`src/rtl/dmem_pkg.sv`:
```
// dmem_pkg: definitions shared by the data-memory arbiter, the memory stage
// and the loader.
//   WORD_W              data/address width of both request ports
//   DMEM_POWER_DEFAULT  default log2 of the RAM depth in words
//   dmem_state_e        arbiter sequencing states
package dmem_pkg;

    localparam int unsigned WORD_W             = 32;
    localparam int unsigned DMEM_POWER_DEFAULT = 18;

    typedef enum logic [1:0] {
        IDLE    = 2'd0,
        CORE_RD = 2'd1,
        EXT_RD  = 2'd2
    } dmem_state_e;

endpackage

```
`src/rtl/dmem_arbiter_if.sv`:
```
// dmem_arbiter_if: bundles the core port, the ext (loader/debug) port and
// the RAM macro port of the data-memory arbiter.
//   slave  modport: the arbiter's view (requests in, grants/data/RAM strobes out)
//   master modport: the environment's view (memory stage, loader, RAM macro)
// Parameter DMEM_POWER sets the width of ramAddr (log2 of RAM words).
interface dmem_arbiter_if
    import dmem_pkg::*;
#(
    parameter int unsigned DMEM_POWER = DMEM_POWER_DEFAULT
);

    logic                  coreReq;
    logic                  coreWe;
    logic [WORD_W-1:0]     coreAddr;
    logic [WORD_W-1:0]     coreWdata;
    logic [WORD_W-1:0]     coreRdata;
    logic                  coreRvalid;
    logic                  stallM;

    logic                  extReq;
    logic                  extWe;
    logic [WORD_W-1:0]     extAddr;
    logic [WORD_W-1:0]     extWdata;
    logic                  extGnt;
    logic [WORD_W-1:0]     extRdata;
    logic                  extRvalid;

    logic                  ramEn;
    logic                  ramWe;
    logic [DMEM_POWER-1:0] ramAddr;
    logic [WORD_W-1:0]     ramWdata;
    logic [WORD_W-1:0]     ramRdata;

    modport slave (
        input  coreReq, coreWe, coreAddr, coreWdata,
        output coreRdata, coreRvalid, stallM,
        input  extReq, extWe, extAddr, extWdata,
        output extGnt, extRdata, extRvalid,
        output ramEn, ramWe, ramAddr, ramWdata,
        input  ramRdata
    );

    modport master (
        output coreReq, coreWe, coreAddr, coreWdata,
        input  coreRdata, coreRvalid, stallM,
        output extReq, extWe, extAddr, extWdata,
        input  extGnt, extRdata, extRvalid,
        input  ramEn, ramWe, ramAddr, ramWdata,
        output ramRdata
    );

endinterface

```
`src/rtl/dmem_starve_cnt.sv`:
```
// dmem_starve_cnt: counts consecutive arbitrations lost by the ext port and
// flags when ext must be forced to win.
//   clk, reset  clock and synchronous active-high reset
//   lose        ext requested in IDLE and the core won
//   clear       ext was granted
//   force_ext   counter has reached LIMIT
module dmem_starve_cnt #(
    parameter int unsigned LIMIT = 8
) (
    input  logic clk,
    input  logic reset,
    input  logic lose,
    input  logic clear,
    output logic force_ext
);

    logic [3:0] cnt;

    always_ff @(posedge clk) begin
        if (reset || clear) begin
            cnt <= '0;
        end else if (lose && (cnt != 4'hF)) begin
            cnt <= cnt + 4'd1;
        end
    end

    assign force_ext = (cnt == 4'(LIMIT));

endmodule

```
`src/rtl/dmem_arbiter.sv`:
```
// dmem_arbiter: shares the single-port synchronous data RAM between the
// pipeline memory stage (core port) and the loader/debug port (ext port),
// sequences each access and drives the memory-stage stall.
//   clk, reset  clock and synchronous active-high reset
//   bus         dmem_arbiter_if.slave: core port, ext port and RAM port
// Parameters: DMEM_POWER (log2 RAM words), STARVE_LIMIT (1..15).
// Build option: define DMEM_ARB_FAIR_EN to let a starving ext port win after
// STARVE_LIMIT consecutive lost arbitrations; otherwise the core always wins.
module dmem_arbiter
    import dmem_pkg::*;
#(
    parameter int unsigned DMEM_POWER   = DMEM_POWER_DEFAULT,
    parameter int unsigned STARVE_LIMIT = 8
) (
    input  logic            clk,
    input  logic            reset,
    dmem_arbiter_if.slave   bus
);

    localparam logic [3:0] STARVE_LIMIT_4 = 4'(STARVE_LIMIT);

    dmem_state_e       state;
    dmem_state_e       state_next;
    logic              issue_core;
    logic              issue_ext;
    logic              stall;
    logic              ext_force;
    logic [WORD_W-1:0] core_hold;
    logic [WORD_W-1:0] ext_hold;
    logic              core_ret;
    logic              ext_ret;

    // Byte-offset bits and bits above the RAM range are deliberately dropped.
    logic unused_addr_bits;
    assign unused_addr_bits = ^{bus.coreAddr, bus.extAddr};

`ifdef DMEM_ARB_FAIR_EN
    dmem_starve_cnt #(
        .LIMIT (STARVE_LIMIT)
    ) u_starve_cnt (
        .clk       (clk),
        .reset     (reset),
        .lose      ((state == IDLE) && bus.extReq && issue_core),
        .clear     (issue_ext),
        .force_ext (ext_force)
    );
`else
    logic unused_cfg;
    assign unused_cfg = ^STARVE_LIMIT_4;
    assign ext_force  = 1'b0;
`endif

    always_ff @(posedge clk) begin
        if (reset) begin
            state <= IDLE;
        end else begin
            state <= state_next;
        end
    end

    // Every combinational output is forced low while reset is high.
    always_comb begin
        state_next = state;
        issue_core = 1'b0;
        issue_ext  = 1'b0;
        stall      = 1'b0;
        if (!reset) begin
            unique case (state)
                IDLE: begin
                    if (bus.extReq && (ext_force || !bus.coreReq)) begin
                        issue_ext = 1'b1;
                        stall     = bus.coreReq;
                        if (!bus.extWe) begin
                            state_next = EXT_RD;
                        end
                    end else if (bus.coreReq) begin
                        issue_core = 1'b1;
                        if (!bus.coreWe) begin
                            stall      = 1'b1;
                            state_next = CORE_RD;
                        end
                    end
                end
                CORE_RD: begin
                    state_next = IDLE;
                end
                EXT_RD: begin
                    stall      = bus.coreReq;
                    state_next = IDLE;
                end
                default: begin
                    state_next = IDLE;
                end
            endcase
        end
    end

    always_comb begin
        bus.ramEn    = issue_core || issue_ext;
        bus.ramWe    = 1'b0;
        bus.ramAddr  = '0;
        bus.ramWdata = '0;
        if (issue_ext) begin
            bus.ramWe    = bus.extWe;
            bus.ramAddr  = bus.extAddr[DMEM_POWER+1:2];
            bus.ramWdata = bus.extWdata;
        end else if (issue_core) begin
            bus.ramWe    = bus.coreWe;
            bus.ramAddr  = bus.coreAddr[DMEM_POWER+1:2];
            bus.ramWdata = bus.coreWdata;
        end
    end

    assign bus.extGnt = issue_ext;
    assign bus.stallM = stall;

    // The return strobes come straight from the state register, gated by
    // reset so a read interrupted by reset never signals valid. Read data is
    // shown live from the RAM in the return cycle and held afterwards.
    assign core_ret = (state == CORE_RD) && !reset;
    assign ext_ret  = (state == EXT_RD) && !reset;

    always_ff @(posedge clk) begin
        if (reset) begin
            core_hold <= '0;
            ext_hold  <= '0;
        end else begin
            if (core_ret) begin
                core_hold <= bus.ramRdata;
            end
            if (ext_ret) begin
                ext_hold <= bus.ramRdata;
            end
        end
    end

    assign bus.coreRvalid = core_ret;
    assign bus.extRvalid  = ext_ret;
    assign bus.coreRdata  = core_ret ? bus.ramRdata : core_hold;
    assign bus.extRdata   = ext_ret ? bus.ramRdata : ext_hold;

endmodule
```
`src/flat_wrapper.sv`:
```
// flat-port wrapper written by rule: the top's interface ports become plain ports
module dmem_arbiter_flat import dmem_pkg::*;
#(
    parameter int unsigned DMEM_POWER   = DMEM_POWER_DEFAULT,
    parameter int unsigned STARVE_LIMIT = 8
)
  (clk, reset, bus_coreReq, bus_coreWe, bus_coreAddr, bus_coreWdata, bus_coreRdata, bus_coreRvalid, bus_stallM, bus_extReq, bus_extWe, bus_extAddr, bus_extWdata, bus_extGnt, bus_extRdata, bus_extRvalid, bus_ramEn, bus_ramWe, bus_ramAddr, bus_ramWdata, bus_ramRdata);
  dmem_arbiter_if #(.DMEM_POWER(DMEM_POWER)) bus_i ();
  input  logic clk;
  input  logic reset;
  input wire logic [$bits(bus_i.coreReq)-1:0] bus_coreReq;
  input wire logic [$bits(bus_i.coreWe)-1:0] bus_coreWe;
  input wire logic [$bits(bus_i.coreAddr)-1:0] bus_coreAddr;
  input wire logic [$bits(bus_i.coreWdata)-1:0] bus_coreWdata;
  output wire logic [$bits(bus_i.coreRdata)-1:0] bus_coreRdata;
  output wire logic [$bits(bus_i.coreRvalid)-1:0] bus_coreRvalid;
  output wire logic [$bits(bus_i.stallM)-1:0] bus_stallM;
  input wire logic [$bits(bus_i.extReq)-1:0] bus_extReq;
  input wire logic [$bits(bus_i.extWe)-1:0] bus_extWe;
  input wire logic [$bits(bus_i.extAddr)-1:0] bus_extAddr;
  input wire logic [$bits(bus_i.extWdata)-1:0] bus_extWdata;
  output wire logic [$bits(bus_i.extGnt)-1:0] bus_extGnt;
  output wire logic [$bits(bus_i.extRdata)-1:0] bus_extRdata;
  output wire logic [$bits(bus_i.extRvalid)-1:0] bus_extRvalid;
  output wire logic [$bits(bus_i.ramEn)-1:0] bus_ramEn;
  output wire logic [$bits(bus_i.ramWe)-1:0] bus_ramWe;
  output wire logic [$bits(bus_i.ramAddr)-1:0] bus_ramAddr;
  output wire logic [$bits(bus_i.ramWdata)-1:0] bus_ramWdata;
  input wire logic [$bits(bus_i.ramRdata)-1:0] bus_ramRdata;
  assign bus_i.coreReq = bus_coreReq;
  assign bus_i.coreWe = bus_coreWe;
  assign bus_i.coreAddr = bus_coreAddr;
  assign bus_i.coreWdata = bus_coreWdata;
  assign bus_coreRdata = bus_i.coreRdata;
  assign bus_coreRvalid = bus_i.coreRvalid;
  assign bus_stallM = bus_i.stallM;
  assign bus_i.extReq = bus_extReq;
  assign bus_i.extWe = bus_extWe;
  assign bus_i.extAddr = bus_extAddr;
  assign bus_i.extWdata = bus_extWdata;
  assign bus_extGnt = bus_i.extGnt;
  assign bus_extRdata = bus_i.extRdata;
  assign bus_extRvalid = bus_i.extRvalid;
  assign bus_ramEn = bus_i.ramEn;
  assign bus_ramWe = bus_i.ramWe;
  assign bus_ramAddr = bus_i.ramAddr;
  assign bus_ramWdata = bus_i.ramWdata;
  assign bus_i.ramRdata = bus_ramRdata;
  dmem_arbiter #(.DMEM_POWER(DMEM_POWER), .STARVE_LIMIT(STARVE_LIMIT)) u_core (.clk(clk), .reset(reset), .bus(bus_i));
endmodule
```
`config.mk`:
```
export PLATFORM = sky130hd
export DESIGN_NAME = dmem_arbiter_flat
export DESIGN_NICKNAME = d
export VERILOG_FILES = /design/src/rtl/dmem_pkg.sv /design/src/rtl/dmem_arbiter_if.sv /design/src/rtl/dmem_starve_cnt.sv /design/src/rtl/dmem_arbiter.sv /design/src/flat_wrapper.sv
export SDC_FILE = /design/constraint.sdc
export NUM_CORES = 1
export LEC_CHECK = 0
export ABC_AREA = 1
export BUFFER_PORTS_ARGS = -buffer_cell sky130_fd_sc_hd__buf_2
export CORE_AREA = 3 3 111 113
export CTS_BUF_LIST = sky130_fd_sc_hd__clkbuf_16
export DETAILED_ROUTE_END_ITERATION = 16
export DIE_AREA = 0 0 114 116
export PLACE_DENSITY = 0.7
export SLEW_MARGIN = 15
export SYNTH_ARGS = -nofsm -noshare
export SYNTH_HDL_FRONTEND = slang
export SYNTH_SLANG_ARGS = --single-unit
```
`constraint.sdc`:
```
create_clock -name clk -period 1.3 [get_ports clk]
set_input_delay 0 -clock clk [delete_from_list [all_inputs] [get_ports clk]]
set_output_delay 0 -clock clk [all_outputs]
set_load 0.005 [all_outputs]
```
==> reports/qor.yml <==
routing:
  drt_pass1_iterations: 5
  num_vias: 4959
  drtIter0Drc: 373
  via_per_inst: 4.452
  drt_wl_total_um: 15300
  drcViolationCount: 0
  final_antenna_net_count: 0
  wl_per_cell_um: 13.73
finish:
  final_cell_mix: "buf_2 (253), nand2_1 (222), inv_1 (164), nand3_1 (103), nor2_1 (66)"
  instances_no_fill: 1114
  final_core_util: 0.5540
  multi_input_area_mm2: 0.001908
  final_common_cell: "buf_2"
  area_growth_pct: 58.05
  n_fill_cell: 1124
  finalNetCount: 1131
  final_area_mm2: 0.006326
  drive_gt1_frac: 0.3588
  seq_area_mm2: 0.001329
sta:
  fin_skew_ns: 0.003160
  slew_violations: 0
  setup_violations: 120
  fin_ws_ns: -0.2311
  max_freq_ghz: 0.6531
  fin_crit_ns: 1.531
  fin_crit_sh: 1.178
  tns_ns: -21.68
  finalHoldViolations: 0
  grt_setup_unrepaired: "yes"
  tightest_slew_ns: 0.6879
  slew-limit-headroom: 0.5414
logic_synthesis:
  netlist_instances: 698
  synth.area.top_cells: "dfxtp_1 (33%), nand2_1 (22%), inv_1 (16%)"
  ys_ff_latch: 66
  yosysWarnings: 0
  ys_seq_area_frac: 0.3301
  synth_area_leader_cell: "dfxtp_1"
  syn_area_per_cell_um2: 5.734
  syn-num-nets: 864
  synth_area_mm2: 0.004003
  ys_types: 14
  synth_top_area_frac: 0.3301
setup_path:
  cp-start-kind: "flip-flop"
  cp.arrival_ns: 1.53
  crit_fanout: 16
  criticalPathCategory: "flip-flop to output port"
  critPathCaptureType: "output port"
  required_ns: 1.30
clocking:
  cts-root-buf: "clkbuf_16"
  clk_pin_slew_ns: 0.05
  clkLatencyLatePin_ns: 0.32
  clk_path_buf_depth: 2
  htreeDepth: 3
  cts.sinks: 66
  cts_made_buffers: 9
  cts_tree: "yes"
global_routing:
  grt_pass1_wl_um: 20510
  antenna_found_initial: 1
  overflow: 0
  grt_pass1_vias: 4016
  grt_use_total: 0.1950
  grt_max_degree: 65
die:
  num_rows: 39
  fp.coreArea_mm2: 0.01142
  io_pins: 286
  die_x_um: 114
  initial_utilization: 0.3505
  die_h_um: 116
  dieArea_mm2: 0.01322
run_status:
  violations: "setup timing"
  status: "complete, but fails checks"
place:
  dp_cells: 1074
  gp_congestion: 0.9343
  hpwl_um: 10350
  io_buffer_count: 257
  place_area_mm2: 0.005453
pwr:
  peakVddDrop_v: 0.0007314
  power_leakage_uw: 0.004222
  power_uw: 5851
  powerDensity_mw_per_mm2: 924.8
worst_hold_path:
  hp-class: "input pin to flip-flop"
run:
  max_cap_violations: 0
==> critical path: stages, from the launching register on <==
cell	delay (ns)
dfxtp_4	0.36
nor2_8	0.11
buf_6	0.16
nand2_8	0.07
clkbuf_16	0.18
nand2_1	0.07
nand2_1	0.07
inv_1	0.07
buf_2	0.11
==> cell usage after synthesis, drive strengths merged <==
cell	n
dfxtp	66
inv	166
buf	37
a21oi	1
clkbuf	6
nand2	237
nand3	115
nor2	70
==> worst paths after layout <==
check | start | end | slack [ns] | cells after the start
min | bus_ramRdata[10] | u_core.ext_hold[10] | 0.03 | 5
max reg2reg | u_core.state[0] | u_core.ext_hold[5] | 0.01 | 7
max | u_core.state[1] | bus_coreRdata[12] | -0.23 | 8
min reg2reg | u_core.core_hold[15] | u_core.core_hold[15] | 0.52 | 4
==> cell type report <==
| type | count | share of cell area |
|---|---|---|
| Sequential cell | 66 | 0.2100 |
| Antenna cell | 1 | 0.0003956 |
| Multi-Input combinational cell | 423 | 0.3016 |
| Tap cell | 143 | 0.02828 |
| Clock inverter | 7 | 0.01345 |
| Inverter | 166 | 0.09850 |
| Timing Repair Buffer | 299 | 0.3121 |
| Clock buffer | 9 | 0.03560 |
==> logic make-up (layout without fill, tap and decap cells) <==
group,after synthesis,in the layout,synth area share
buf+inv,209,481,0.2244
compound gates,1,1,0.001249
other cells,0,1,0
simple gates,422,422,0.4442
flops,66,66,0.3301
==> through the flow <==
stage          hold slack [ns]  setup slack, ns
2_1_floorplan          0.05545           0.1917
3_3_place_gp            0.1983          0.05077
3_5_place_dp            0.1964          0.03640
4_1_cts                0.01955          -0.2487
5_1_grt                0.03752          -0.2982
6_report               0.02617          -0.2311
==> per-layer routing <==
| metal | share of wire | up-vias | track usage |
|---|---|---|---|
| met5 | 0 | - | 0 |
| met1 | 0.40 | 2155 | 0.2332 |
| met2 | 0.49 | 214 | 0.3372 |
| li1 | - | 2563 | - |
| met3 | 0.083 | 27 | 0.05274 |
| met4 | 0.026 | 0 | 0.06888 |
==> where the power goes <==
part / leakage, uW / total [uW] / internal, uW / switching, uW
Sequential: 0.000536 / 2090 / 2080 / 17.7
Combinational: 0.00353 / 1220 / 578 / 643
Clock: 0.000154 / 2540 / 1660 / 879
==> sequential cells by signal (all words and copies together), names as in the netlist <==
signal,cells
u_core.state,2
u_core.ext_hold,32
u_core.core_hold,32
==> repair_timing <==
| item | CTS | global route |
|---|---|---|
| gates resized for setup | 5 | 40 |
| setup buffers | 1 | 8 |
| setup endpoints to repair | 120 | 120 |
| hold endpoints to repair | 2 | 0 |
| cloned | 1 | 11 |
| pin swaps | 2 | 11 |
| hold buffers | 2 | 0 |
Note: power is estimated with default switching activity, not from simulation.
